[config.mk]
export PLATFORM = sky130hd
export DESIGN_NAME = mem_bus_interface_flat
export DESIGN_NICKNAME = d
export VERILOG_FILES = /design/src/rtl/mem_bus_interface_if.sv /design/src/rtl/mem_bus_interface.sv /design/src/flat_wrapper.sv
export SDC_FILE = /design/constraint.sdc
export NUM_CORES = 1
export LEC_CHECK = 0
export CAP_MARGIN = 20
export CELL_PAD_IN_SITES_DETAIL_PLACEMENT = 0
export CELL_PAD_IN_SITES_GLOBAL_PLACEMENT = 1
export CORE_MARGIN = 4
export CORE_UTILIZATION = 25
export CTS_BUF_LIST = sky130_fd_sc_hd__clkbuf_4
export CTS_CLUSTER_DIAMETER = 150
export CTS_CLUSTER_SIZE = 8
export DETAILED_ROUTE_END_ITERATION = 10
export PLACE_DENSITY_LB_ADDON = 0.25
export SETUP_SLACK_MARGIN = 0.5
export SLEW_MARGIN = 5
export SYNTH_ARGS = -nofsm -noshare
export SYNTH_HDL_FRONTEND = slang
export SYNTH_SLANG_ARGS = --single-unit
export TNS_END_PERCENT = 10
[constraint.sdc]
create_clock -name CLK -period 4.72 [get_ports CLK]
set_input_delay 0.708 -clock CLK [delete_from_list [all_inputs] [get_ports CLK]]
set_output_delay 0.708 -clock CLK [all_outputs]
set_load 0.05 [all_outputs]
[src/rtl/mem_bus_interface_if.sv]
// rtl/mem_bus_interface_if.sv - datapath/RAM bus bundle for mem_bus_interface
interface mem_bus_interface_if;
  logic        rd_req;
  logic        wr_req;
  logic [15:0] MAR_in;
  logic [15:0] MDR_in;
  logic [15:0] M_bus_data;
  logic        busy;
  logic        done;
  logic        err;
  logic        ram_en;
  logic        ram_we;
  logic [15:0] ram_addr;
  logic [15:0] ram_wdata;
  logic [15:0] ram_rdata;

  // Environment side: issues requests and returns RAM read data
  modport master (
    output rd_req, wr_req, MAR_in, MDR_in, ram_rdata,
    input  M_bus_data, busy, done, err, ram_en, ram_we, ram_addr, ram_wdata
  );

  // Memory stage side
  modport slave (
    input  rd_req, wr_req, MAR_in, MDR_in, ram_rdata,
    output M_bus_data, busy, done, err, ram_en, ram_we, ram_addr, ram_wdata
  );
endinterface

[src/rtl/mem_bus_interface.sv]
// rtl/mem_bus_interface.sv - MAR/MDR to synchronous RAM sequencer with done/err reporting
module mem_bus_interface #(
  parameter int unsigned MEM_DEPTH = 4096,
  parameter int unsigned RD_LAT    = 1
) (
  input  logic                CLK,
  input  logic                CLR,
  mem_bus_interface_if.slave  bus
);

  localparam logic [1:0] S_IDLE   = 2'd0;
  localparam logic [1:0] S_ACCESS = 2'd1;
  localparam logic [1:0] S_WAIT   = 2'd2;
  localparam logic [1:0] S_DONE   = 2'd3;

  localparam logic [2:0] LAT_M1 = 3'(RD_LAT - 1);

  logic [1:0] state;
  logic [2:0] lat_cnt;
  logic       op_wr;
  logic       one_req;
  logic       conflict;
  logic       in_range;

  assign one_req  = bus.rd_req ^ bus.wr_req;
  assign conflict = bus.rd_req & bus.wr_req;
  assign in_range = ({16'd0, bus.MAR_in} < 32'(MEM_DEPTH));

  // FSM and all registered outputs; strobes default low every cycle
  always_ff @(posedge CLK) begin
    if (CLR) begin
      state          <= S_IDLE;
      lat_cnt        <= 3'd0;
      op_wr          <= 1'b0;
      bus.M_bus_data <= 16'd0;
      bus.busy       <= 1'b0;
      bus.done       <= 1'b0;
      bus.err        <= 1'b0;
      bus.ram_en     <= 1'b0;
      bus.ram_we     <= 1'b0;
      bus.ram_addr   <= 16'd0;
      bus.ram_wdata  <= 16'd0;
    end else begin
      bus.done   <= 1'b0;
      bus.err    <= 1'b0;
      bus.ram_en <= 1'b0;
      bus.ram_we <= 1'b0;
      case (state)
        S_IDLE: begin
          if (conflict) begin
            // A held conflict must not stretch err past one cycle
            bus.err <= ~bus.err;
          end else if (one_req) begin
            if (in_range) begin
              state        <= S_ACCESS;
              op_wr        <= bus.wr_req;
              bus.busy     <= 1'b1;
              bus.ram_en   <= 1'b1;
              bus.ram_we   <= bus.wr_req;
              bus.ram_addr <= bus.MAR_in;
              if (bus.wr_req) begin
                bus.ram_wdata <= bus.MDR_in;
              end
            end else begin
              state    <= S_DONE;
              bus.done <= 1'b1;
              bus.err  <= 1'b1;
            end
          end
        end
        S_ACCESS: begin
          if (op_wr) begin
            state    <= S_DONE;
            bus.done <= 1'b1;
            bus.busy <= 1'b0;
          end else begin
            state   <= S_WAIT;
            lat_cnt <= LAT_M1;
          end
        end
        S_WAIT: begin
          if (lat_cnt != 3'd0) begin
            lat_cnt <= lat_cnt - 3'd1;
          end else begin
            bus.M_bus_data <= bus.ram_rdata;
            state          <= S_DONE;
            bus.done       <= 1'b1;
            bus.busy       <= 1'b0;
          end
        end
        S_DONE: begin
          state <= S_IDLE;
        end
        default: begin
          state <= S_IDLE;
        end
      endcase
    end
  end

endmodule

[src/flat_wrapper.sv]
// flat-port wrapper written by rule: the top's interface ports become plain ports
module mem_bus_interface_flat 
#(
  parameter int unsigned MEM_DEPTH = 4096,
  parameter int unsigned RD_LAT    = 1
)
  (CLK, CLR, bus_rd_req, bus_wr_req, bus_MAR_in, bus_MDR_in, bus_ram_rdata, bus_M_bus_data, bus_busy, bus_done, bus_err, bus_ram_en, bus_ram_we, bus_ram_addr, bus_ram_wdata);
  mem_bus_interface_if bus_i ();
  input  logic CLK;
  input  logic CLR;
  input wire logic [$bits(bus_i.rd_req)-1:0] bus_rd_req;
  input wire logic [$bits(bus_i.wr_req)-1:0] bus_wr_req;
  input wire logic [$bits(bus_i.MAR_in)-1:0] bus_MAR_in;
  input wire logic [$bits(bus_i.MDR_in)-1:0] bus_MDR_in;
  input wire logic [$bits(bus_i.ram_rdata)-1:0] bus_ram_rdata;
  output wire logic [$bits(bus_i.M_bus_data)-1:0] bus_M_bus_data;
  output wire logic [$bits(bus_i.busy)-1:0] bus_busy;
  output wire logic [$bits(bus_i.done)-1:0] bus_done;
  output wire logic [$bits(bus_i.err)-1:0] bus_err;
  output wire logic [$bits(bus_i.ram_en)-1:0] bus_ram_en;
  output wire logic [$bits(bus_i.ram_we)-1:0] bus_ram_we;
  output wire logic [$bits(bus_i.ram_addr)-1:0] bus_ram_addr;
  output wire logic [$bits(bus_i.ram_wdata)-1:0] bus_ram_wdata;
  assign bus_i.rd_req = bus_rd_req;
  assign bus_i.wr_req = bus_wr_req;
  assign bus_i.MAR_in = bus_MAR_in;
  assign bus_i.MDR_in = bus_MDR_in;
  assign bus_i.ram_rdata = bus_ram_rdata;
  assign bus_M_bus_data = bus_i.M_bus_data;
  assign bus_busy = bus_i.busy;
  assign bus_done = bus_i.done;
  assign bus_err = bus_i.err;
  assign bus_ram_en = bus_i.ram_en;
  assign bus_ram_we = bus_i.ram_we;
  assign bus_ram_addr = bus_i.ram_addr;
  assign bus_ram_wdata = bus_i.ram_wdata;
  mem_bus_interface #(.MEM_DEPTH(MEM_DEPTH), .RD_LAT(RD_LAT)) u_core (.CLK(CLK), .CLR(CLR), .bus(bus_i));
endmodule
==> key figures, run 1 <==
Setup path
  • Slowest Stage Delay on Critical Path: 820 ps
  • Critical Path Start Type: register
  • WS Path Type: reg2out
  • Delay-heaviest family, CP: buffers and inverters
  • Slowest cell on the critical path: clkdlybuf4s50_1
  • Largest fanout on the critical path: 2
  • Buf/Inv on CP: 1
  • Required @ worst endpoint: 4010 ps
  • Crit-path cells: clkdlybuf4s50_1
  • Worst path arrival time: 1570 ps
  • Worst Setup End Kind: output port

STA
  • Setup TNS: 0 ps
  • Clk_skew: 16.8 ps
  • Crit share post-route: 0.482
  • Fmax: 440 MHz
  • Final Critical Period: 2280 ps
  • Final Slew Violations: 0
  • Hold Fails Final Rpt: 0
  • # setup viols final: 0
  • RSZ-0062 raised after global routing: no
  • Slew at the pin with the worst max-slew slack: 800 ps
  • Max_slew headroom: 0.465

Yosys
  • Synth Area in Compound Gates: 0.106
  • Synth Register Bits: 59
  • Post-synthesis mux area share: 0.0746
  • Post-Synth XOR/XNOR Area: 0
  • Cells after synthesis: 254
  • Seq/Total Area, Yosys: 0.518
  • Mapped Avg Cell Area: 8.98 um^2
  • Mapped Area: 2280 um^2
  • Simple-gate share of the synthesized area: 0.207
  • Largest family of logic cells by synthesized area: simple AND/OR/NAND/NOR gates
  • Share of synthesized cell area in full adder, half adder and majority cells: 0.0493
  • Ys Warns: 0
  • Library cells used by synthesis: 31
  • Mapped Nets: 315

Clock tree
  • Clk Latency, worst-skew pair: 400 ps
  • CTS tree: yes
  • Post-CTS setup buffers: 0
  • Resize count post-CTS: 0
  • Worst-case clock buffer depth: 2
  • CTS HTree Levels: 3
  • Clock Sinks: 59
  • Cts hold-fix bufs: 0
  • Clock root buffer: clkbuf_4
  • CTS clk-pin slew, worst paths: 110 ps
  • Cts bufs inserted: 9

Status
  • Status: finished, final reports clean

Drt
  • Routed Antenna Nets: 0
  • Iteration-0 DRC Markers: 38
  • DRC Markers: 0
  • Vias: 2043
  • WL per Instance: 12.8 um
  • WL met1: 2760 um
  • Max layer used: met4
  • Drt pass-1 iters: 4
  • Drt total wl: 6000 um
  • WL met3: 477 um
  • Met2 Routed Length: 2680 um
  • Vias per cell: 4.37

Placed design
  • Gpl congestion: 0.707
  • Count of buffers from port buffering: 104
  • Placed cell areas: 3380 um^2
  • Final HPWL DP: 4150 um

Final layout
  • Finished Cell Area: 3530 um^2
  • Total Nets Final: 417
  • Layout cells sized above 1: 0.0611
  • # diodes: 0
  • P&R area growth vs syn: 54.9%

GRT
  • Largest net degree at the start of global routing: 59
  • Gr ovfl total: 0
  • GRT Overall Usage: 0.113
  • First-pass GRT wire length: 9760 um
  • Vias in the first global route: 1941
  • Initial antenna violation count: 0

Die
  • Core ar.: 8810 um^2
  • Starting Density: 0.259
  • Die span in x: 104 um
  • Rows: 34
  • I/O pin count: 105
  • Die span in y: 104 um
  • Die area: 10700 um^2

Power and ir drop
  • P per Cell Area: 443 nW/um^2
  • Peak supply drop: 0.274 mV
  • Leak: 1.38 nW

Run
  • Number of max-cap violations: 0

Hold path
  • Hold/Removal Path Class: reg2reg
==> report_power, final <==
part / switching, mW / internal [mW]
registers: 0.0386 / 0.562
logic: 0.393 / 0.229
clock network: 0.188 / 0.155
==> synthesized netlist by cell type (all sizes together) <==
library cell  number  area share
a21oi             36       0.081
ha                 9       0.049
a221oi             1      0.0066
nor4               1      0.0055
a311oi             2      0.0077
or4                1      0.0049
nand3b             2      0.0066
nand4b             2      0.0077
nor3               1      0.0022
nand2b             1      0.0027
nand2             62        0.10
and4b              1      0.0044
o21a               1      0.0033
mux2i             17       0.075
nor2b              1      0.0027
clkbuf             9       0.015
and3b              1      0.0038
a211oi             1      0.0033
o21ai              2      0.0044
nor3b              5       0.016
and3               2      0.0055
dfxtp             59        0.52
nor2              20       0.033
inv                7       0.012
and2               1      0.0027
buf                6       0.020
nand3              3      0.0066
==> flip-flops by register name, indices dropped and copies added, names as in the netlist <==
name / cells
u_core.bus.ram_wdata: 16
u_core.lat_cnt: 3
u_core.bus.ram_we: 1
u_core.bus.M_bus_data: 16
u_core.op_wr: 1
u_core.bus.busy: 1
u_core.bus.ram_en: 1
u_core.bus.err: 1
u_core.state: 2
u_core.bus.done: 1
u_core.bus.ram_addr: 16
==> cell families (layout without fill, tap and decap cells) <==
group                      after synthesis  after routing
AOI/OAI and AO/OA                       43             43
adders and majority gates                9              9
buffers and inverters                   22            128
DFF                                     59             59
muxes                                   17             17
and+or+nand+nor                        104            104
==> layout make-up <==
type	instances	area, um^2
clock buffers	9	67.6
clock inverters	6	57.6
fillers	885	5270
inverters	7	26.3
multi-input cells	173	996
flip-flops and latches	59	1180
well taps	108	135
repair buffers	106	1070
==> routing by layer <==
layer,vias to the layer above,global-route usage
met1,915,0.136
met2,72,0.172
met4,0,0.0541
met3,5,0.0491
met5,-,0
li1,1051,-
==> cells in the final DEF (no fill, tap or decap), types with 2 or more instances in the layout <==
master	n
clkdlybuf4s50_1	103
nand2_1	62
dfxtp_1	59
a21oi_1	35
nor2_1	20
mux2i_1	17
ha_1	9
clkbuf_4	9
inv_1	7
nor3b_1	5
clkinv_2	4
nand3_1	3
nand3b_1	2
and3_1	2
nand4b_1	2
a311oi_1	2
==> stage by stage <==
step,cells,hold slack [ps],setup slack [ps],util,power [mW]
floorplan,254,432,2830,-,1.05
global placement,452,441,2080,0.384,1.24
detailed placement,452,446,2000,0.384,1.24
CTS,467,461,2400,0.398,1.60
global route,468,480,2300,0.401,1.68
finish,468,457,2440,0.401,1.57
==> path summary, 6_finish.rpt <==
| kind | startpoint | to | slack (ps) | depth (start not counted) |
|---|---|---|---|---|
| worst max-delay path | u_core.bus.M_bus_data[12] | bus_M_bus_data[12] | 2440 | 1 |
| worst min-delay path | u_core.bus.M_bus_data[14] | u_core.bus.M_bus_data[14] | 460 | 2 |
| worst max register to register | u_core.state[1] | u_core.lat_cnt[1] | 2590 | 5 |
| worst min register to register | u_core.bus.M_bus_data[14] | u_core.bus.M_bus_data[14] | 460 | 2 |
(Power assumes the default switching activity.)
==> run 2, diff against run 1 <==
- clock period: 4.72 -> 2.06 ns (I/O delays scaled with it)
==> run 2 against run 1 <==
Effect of this change: first-iteration DRC count up 63%; combinational power rose to 2.5 times the previous value; sequential share of layout area decreased by 1.0 points; register-to-register slack got worse by 2000 ps; flip-flop and latch count did not move; global-route usage increased by 0.051 points; largest cell class unchanged.
==> key figures, run 2 (synthesis results as in run 1) <==
Status
  • Status: finished, final reports clean

Clock tree
  • CTS tree: yes
  • Cts bufs inserted: 9
  • Clk Latency, worst-skew pair: 380 ps
  • Clock Sinks: 59
  • Worst-case clock buffer depth: 2
  • Clock root buffer: clkbuf_4
  • CTS HTree Levels: 3
  • CTS clk-pin slew, worst paths: 100 ps
  • Cts hold-fix bufs: 0

Die
  • Die area: 10700 um^2
  • Die span in y: 104 um
  • Rows: 34
  • I/O pin count: 105
  • Starting Density: 0.259
  • Die span in x: 104 um
  • Core ar.: 8810 um^2

STA
  • Max_slew headroom: 0.621
  • Final hold slack: 291 ps
  • Hold Fails Final Rpt: 0
  • Crit share post-route: 0.759
  • Final Slew Violations: 0
  • # setup viols final: 0
  • Clk_skew: 12.2 ps
  • Setup TNS: 0 ps
  • Slew at the pin with the worst max-slew slack: 568 ps
  • Final Critical Period: 1560 ps
  • Final Worst Setup Slack: 496 ps
  • RSZ-0062 raised after global routing: yes
  • Fmax: 639 MHz

Final layout
  • Commonest cells after routing, fill and taps aside: nand2_1, dfxtp_1, clkdlybuf4s50_1, a21oi_1, dlygate4sd2_1
  • Most common cell after layout, fill and taps aside: nand2_1
  • # diodes: 0
  • P&R area growth vs syn: 60.5%
  • Layout cells sized above 1: 0.128
  • Total Nets Final: 424
  • Fin cells: 476
  • Finished Cell Area: 3660 um^2
  • Largest regs: u_core.bus.M_bus_data x16, u_core.bus.ram_addr x16, u_core.bus.ram_wdata x16
  • Core Util, Final: 0.416

Drt
  • Vias: 2086
  • WL per Instance: 12.9 um
  • Iteration-0 DRC Markers: 62
  • Drt total wl: 6120 um
  • Drt pass-1 iters: 4
  • DRC Markers: 0
  • Routed Antenna Nets: 0
  • Vias per cell: 4.38

Power and ir drop
  • P per Cell Area: 1030 nW/um^2
  • Leak: 1.61 nW
  • Peak supply drop: 0.551 mV
  • Overall power: 3.76 mW

GRT
  • Largest net degree at the start of global routing: 28
  • Vias in the first global route: 2004
  • Gr ovfl total: 0
  • Initial antenna violation count: 0
  • GRT Overall Usage: 0.113
  • First-pass GRT wire length: 9920 um

Setup path
  • Largest fanout on the critical path: 2
  • Worst path arrival time: 1850 ps
  • Required @ worst endpoint: 2350 ps
  • WS Path Type: in2reg
  • Worst Setup End Kind: register
  • Critical Path Start Type: primary input

Placed design
  • Gpl congestion: 0.783
  • Count of buffers from port buffering: 104
  • DP Worst Slack: 17.3 ps
  • Placed cell areas: 3450 um^2
  • Final HPWL DP: 4370 um
  • Placed insts: 459

Hold path
  • Hold/Removal Path Class: in2reg

Run
  • Number of max-cap violations: 0
run 2: worst paths after layout:
check / depth (start not counted) / startpoint / end / slack (ps)
hold reg to reg: 2 / u_core.bus.M_bus_data[10] / u_core.bus.M_bus_data[10] / 450
setup reg to reg: 6 / u_core.state[0] / u_core.lat_cnt[2] / 580
hold / removal: 3 / bus_wr_req / u_core.op_wr / 290
setup / recovery: 5 / bus_MAR_in[13] / u_core.bus.busy / 500
run 2: per-layer routing:
metal  GRT usage  vias up  wire length, um
met5           0        -                0
met4      0.0456        0               90
met3      0.0466        9              552
met1       0.145      934             2910
li1            -     1063                -
met2       0.169       80             2570
run 2: area by class of cell:
type | instances | area (um^2)
clock buffers | 10 | 75.1
clock inverters | 6 | 56.3
flip-flops and latches | 59 | 1190
repair buffers | 113 | 1100
well taps | 108 | 135
fillers | 892 | 5140
inverters | 7 | 26.3
multi-input cells | 173 | 1080
run 2: repair_timing:
item                       in CTS  in global routing
setup endpoints to repair      89                100
buffers inserted                0                  1
pin swaps                       0                  4
gates resized for setup        68                 43
run 2: power breakdown:
part / switching (mW) / internal (mW)
combinational: 0.971 / 0.611
sequential: 0.0930 / 1.30
clock: 0.416 / 0.375
run 2: worst max-delay path, cell delays in order:
cell and delay (ps):
clkdlybuf4s50_1 470, or4_4 520, a221oi_4 270, a21oi_1 100, a311oi_1 180
==> run 3, diff against run 2 <==
- clock period: 2.06 -> 1.35 ns (I/O delays scaled with it)
==> run 3 against run 2 <==
Effect of this change: the flow now finishes with violations (negative setup slack); total power up 93%; via count up 5.5%; register-to-register slack worse by 620 ps; largest power group unchanged.
==> key figures, run 3 (synthesis results as in run 1) <==
STA
  • Final Critical Period: 1390 ps
  • Hold Fails Final Rpt: 0
  • RSZ-0062 raised after global routing: yes
  • Slew at the pin with the worst max-slew slack: 291 ps
  • Clk_skew: 11.9 ps
  • Final Worst Setup Slack: -36.2 ps
  • Setup TNS: -374 ps
  • Crit share post-route: 1.03
  • Final hold slack: 155 ps
  • # setup viols final: 17
  • Fmax: 721 MHz
  • Max_slew headroom: 0.806
  • Final Slew Violations: 0

Clock tree
  • CTS clk-pin slew, worst paths: 100 ps
  • Clock root buffer: clkbuf_4
  • Clock Sinks: 59
  • CTS tree: yes
  • Worst-case clock buffer depth: 2
  • Cts bufs inserted: 9
  • Clk Latency, worst-skew pair: 390 ps
  • CTS HTree Levels: 3

Status
  • Violations in the final reports: negative setup slack
  • Status: finished, violations left

Die
  • Rows: 34
  • Die span in x: 104 um
  • Die area: 10700 um^2
  • I/O pin count: 105
  • Starting Density: 0.259
  • Die span in y: 104 um
  • Core ar.: 8810 um^2

Setup path
  • Critical Path Start Type: register
  • Largest fanout on the critical path: 8
  • WS Path Type: reg2reg
  • Worst Setup End Kind: register
  • Worst path arrival time: 1670 ps
  • Required @ worst endpoint: 1640 ps

Drt
  • WL per Instance: 13.7 um
  • Routed Antenna Nets: 0
  • Iteration-0 DRC Markers: 60
  • Vias per cell: 4.46
  • Drt total wl: 6780 um
  • Drt pass-1 iters: 4
  • Vias: 2200
  • DRC Markers: 0

Placed design
  • Count of buffers from port buffering: 104
  • Gpl congestion: 0.702
  • DP Worst Slack: -579 ps
  • Final HPWL DP: 4830 um

Final layout
  • Core Util, Final: 0.520
  • Total Nets Final: 441
  • Most common cell after layout, fill and taps aside: buf_12
  • Fill count: 788
  • P&R area growth vs syn: 101%
  • Layout cells sized above 1: 0.494
  • Register Area: 1260 um^2
  • # diodes: 0
  • Largest regs: u_core.bus.M_bus_data x16, u_core.bus.ram_addr x16, u_core.bus.ram_wdata x16
  • Area of the multi-input gates: 1140 um^2
  • Commonest cells after routing, fill and taps aside: buf_12, dfxtp_2, nand2_1, clkdlybuf4s50_1, a21oi_1

Run
  • Number of max-cap violations: 0

Power and ir drop
  • Leak: 1.84 nW
  • P per Cell Area: 1580 nW/um^2
  • Peak supply drop: 0.824 mV

GRT
  • First-pass GRT wire length: 11100 um
  • GRT Overall Usage: 0.127
  • Initial antenna violation count: 0
  • Gr ovfl total: 0
  • Vias in the first global route: 2246
  • Largest net degree at the start of global routing: 21

Hold path
  • Hold/Removal Path Class: in2reg
run 3: cell count changes in the layout (fill, tap and decap cells not counted), moves of 5 or more:
cell / delta
dfxtp_2: +51
clkdlybuf4s15_2: -6
nand2_2: +15
nand2_1: -15
buf_4: +12
clkdlybuf4s15_1: -18
a21oi_2: +5
dlygate4sd2_1: -22
a21oi_1: -5
buf_12: +55
dfxtp_1: -54
run 3: report_power, final:
part / total (mW) / internal [mW] / switching, mW
clock: 1.59 / 0.948 / 0.644
combinational: 3.37 / 1.71 / 1.66
sequential: 2.30 / 2.03 / 0.269
run 3: through the flow:
stage	cells	area, um^2	power [mW]
finish	493	4580	7.26
global route	493	4580	7.67
CTS	489	4500	7.17
detailed placement	466	4080	5.04
global placement	466	4080	5.02
floorplan	254	2320	3.75
run 3: worst paths after layout:
check,from,endpoint,slack (ps),cells after the start
worst max-delay path,u_core.state[0],u_core.bus.ram_wdata[8],-40,7
worst min-delay path,CLR,u_core.state[1],150,2
worst max register to register,u_core.state[0],u_core.bus.ram_wdata[8],-40,7
worst min register to register,u_core.lat_cnt[1],u_core.lat_cnt[1],460,2
run 3: layer usage:
layer,track usage,share of wire,vias to the layer above
met1,0.153,0.44,1032
met5,0,0,-
met3,0.0323,0.061,8
met2,0.213,0.48,65
met4,0.0541,0.013,0
li1,-,-,1095
run 3: final cells by class:
type | instances | share of cell area
Multi-Input combinational cell | 173 | 0.250
Clock buffer | 10 | 0.0164
Inverter | 7 | 0.00737
Clock inverter | 6 | 0.0227
Timing Repair Buffer | 130 | 0.399
Tap cell | 108 | 0.0295
Sequential cell | 59 | 0.275
run 3: repair_timing:
action,4_1_cts,5_1_grt
hold buffers,0,0
gates resized for setup,101,8
setup endpoints to repair,112,112
pin swaps,50,9
setup buffers,7,3
cloned,0,1
run 3: critical path, stage by stage, from the launching register on:
cell and delay (ps):
dfxtp_4 380, inv_6 80, ha_4 180, nand4b_1 130, buf_6 150, clkbuf_16 160, mux2i_1 160, nor2_1 50
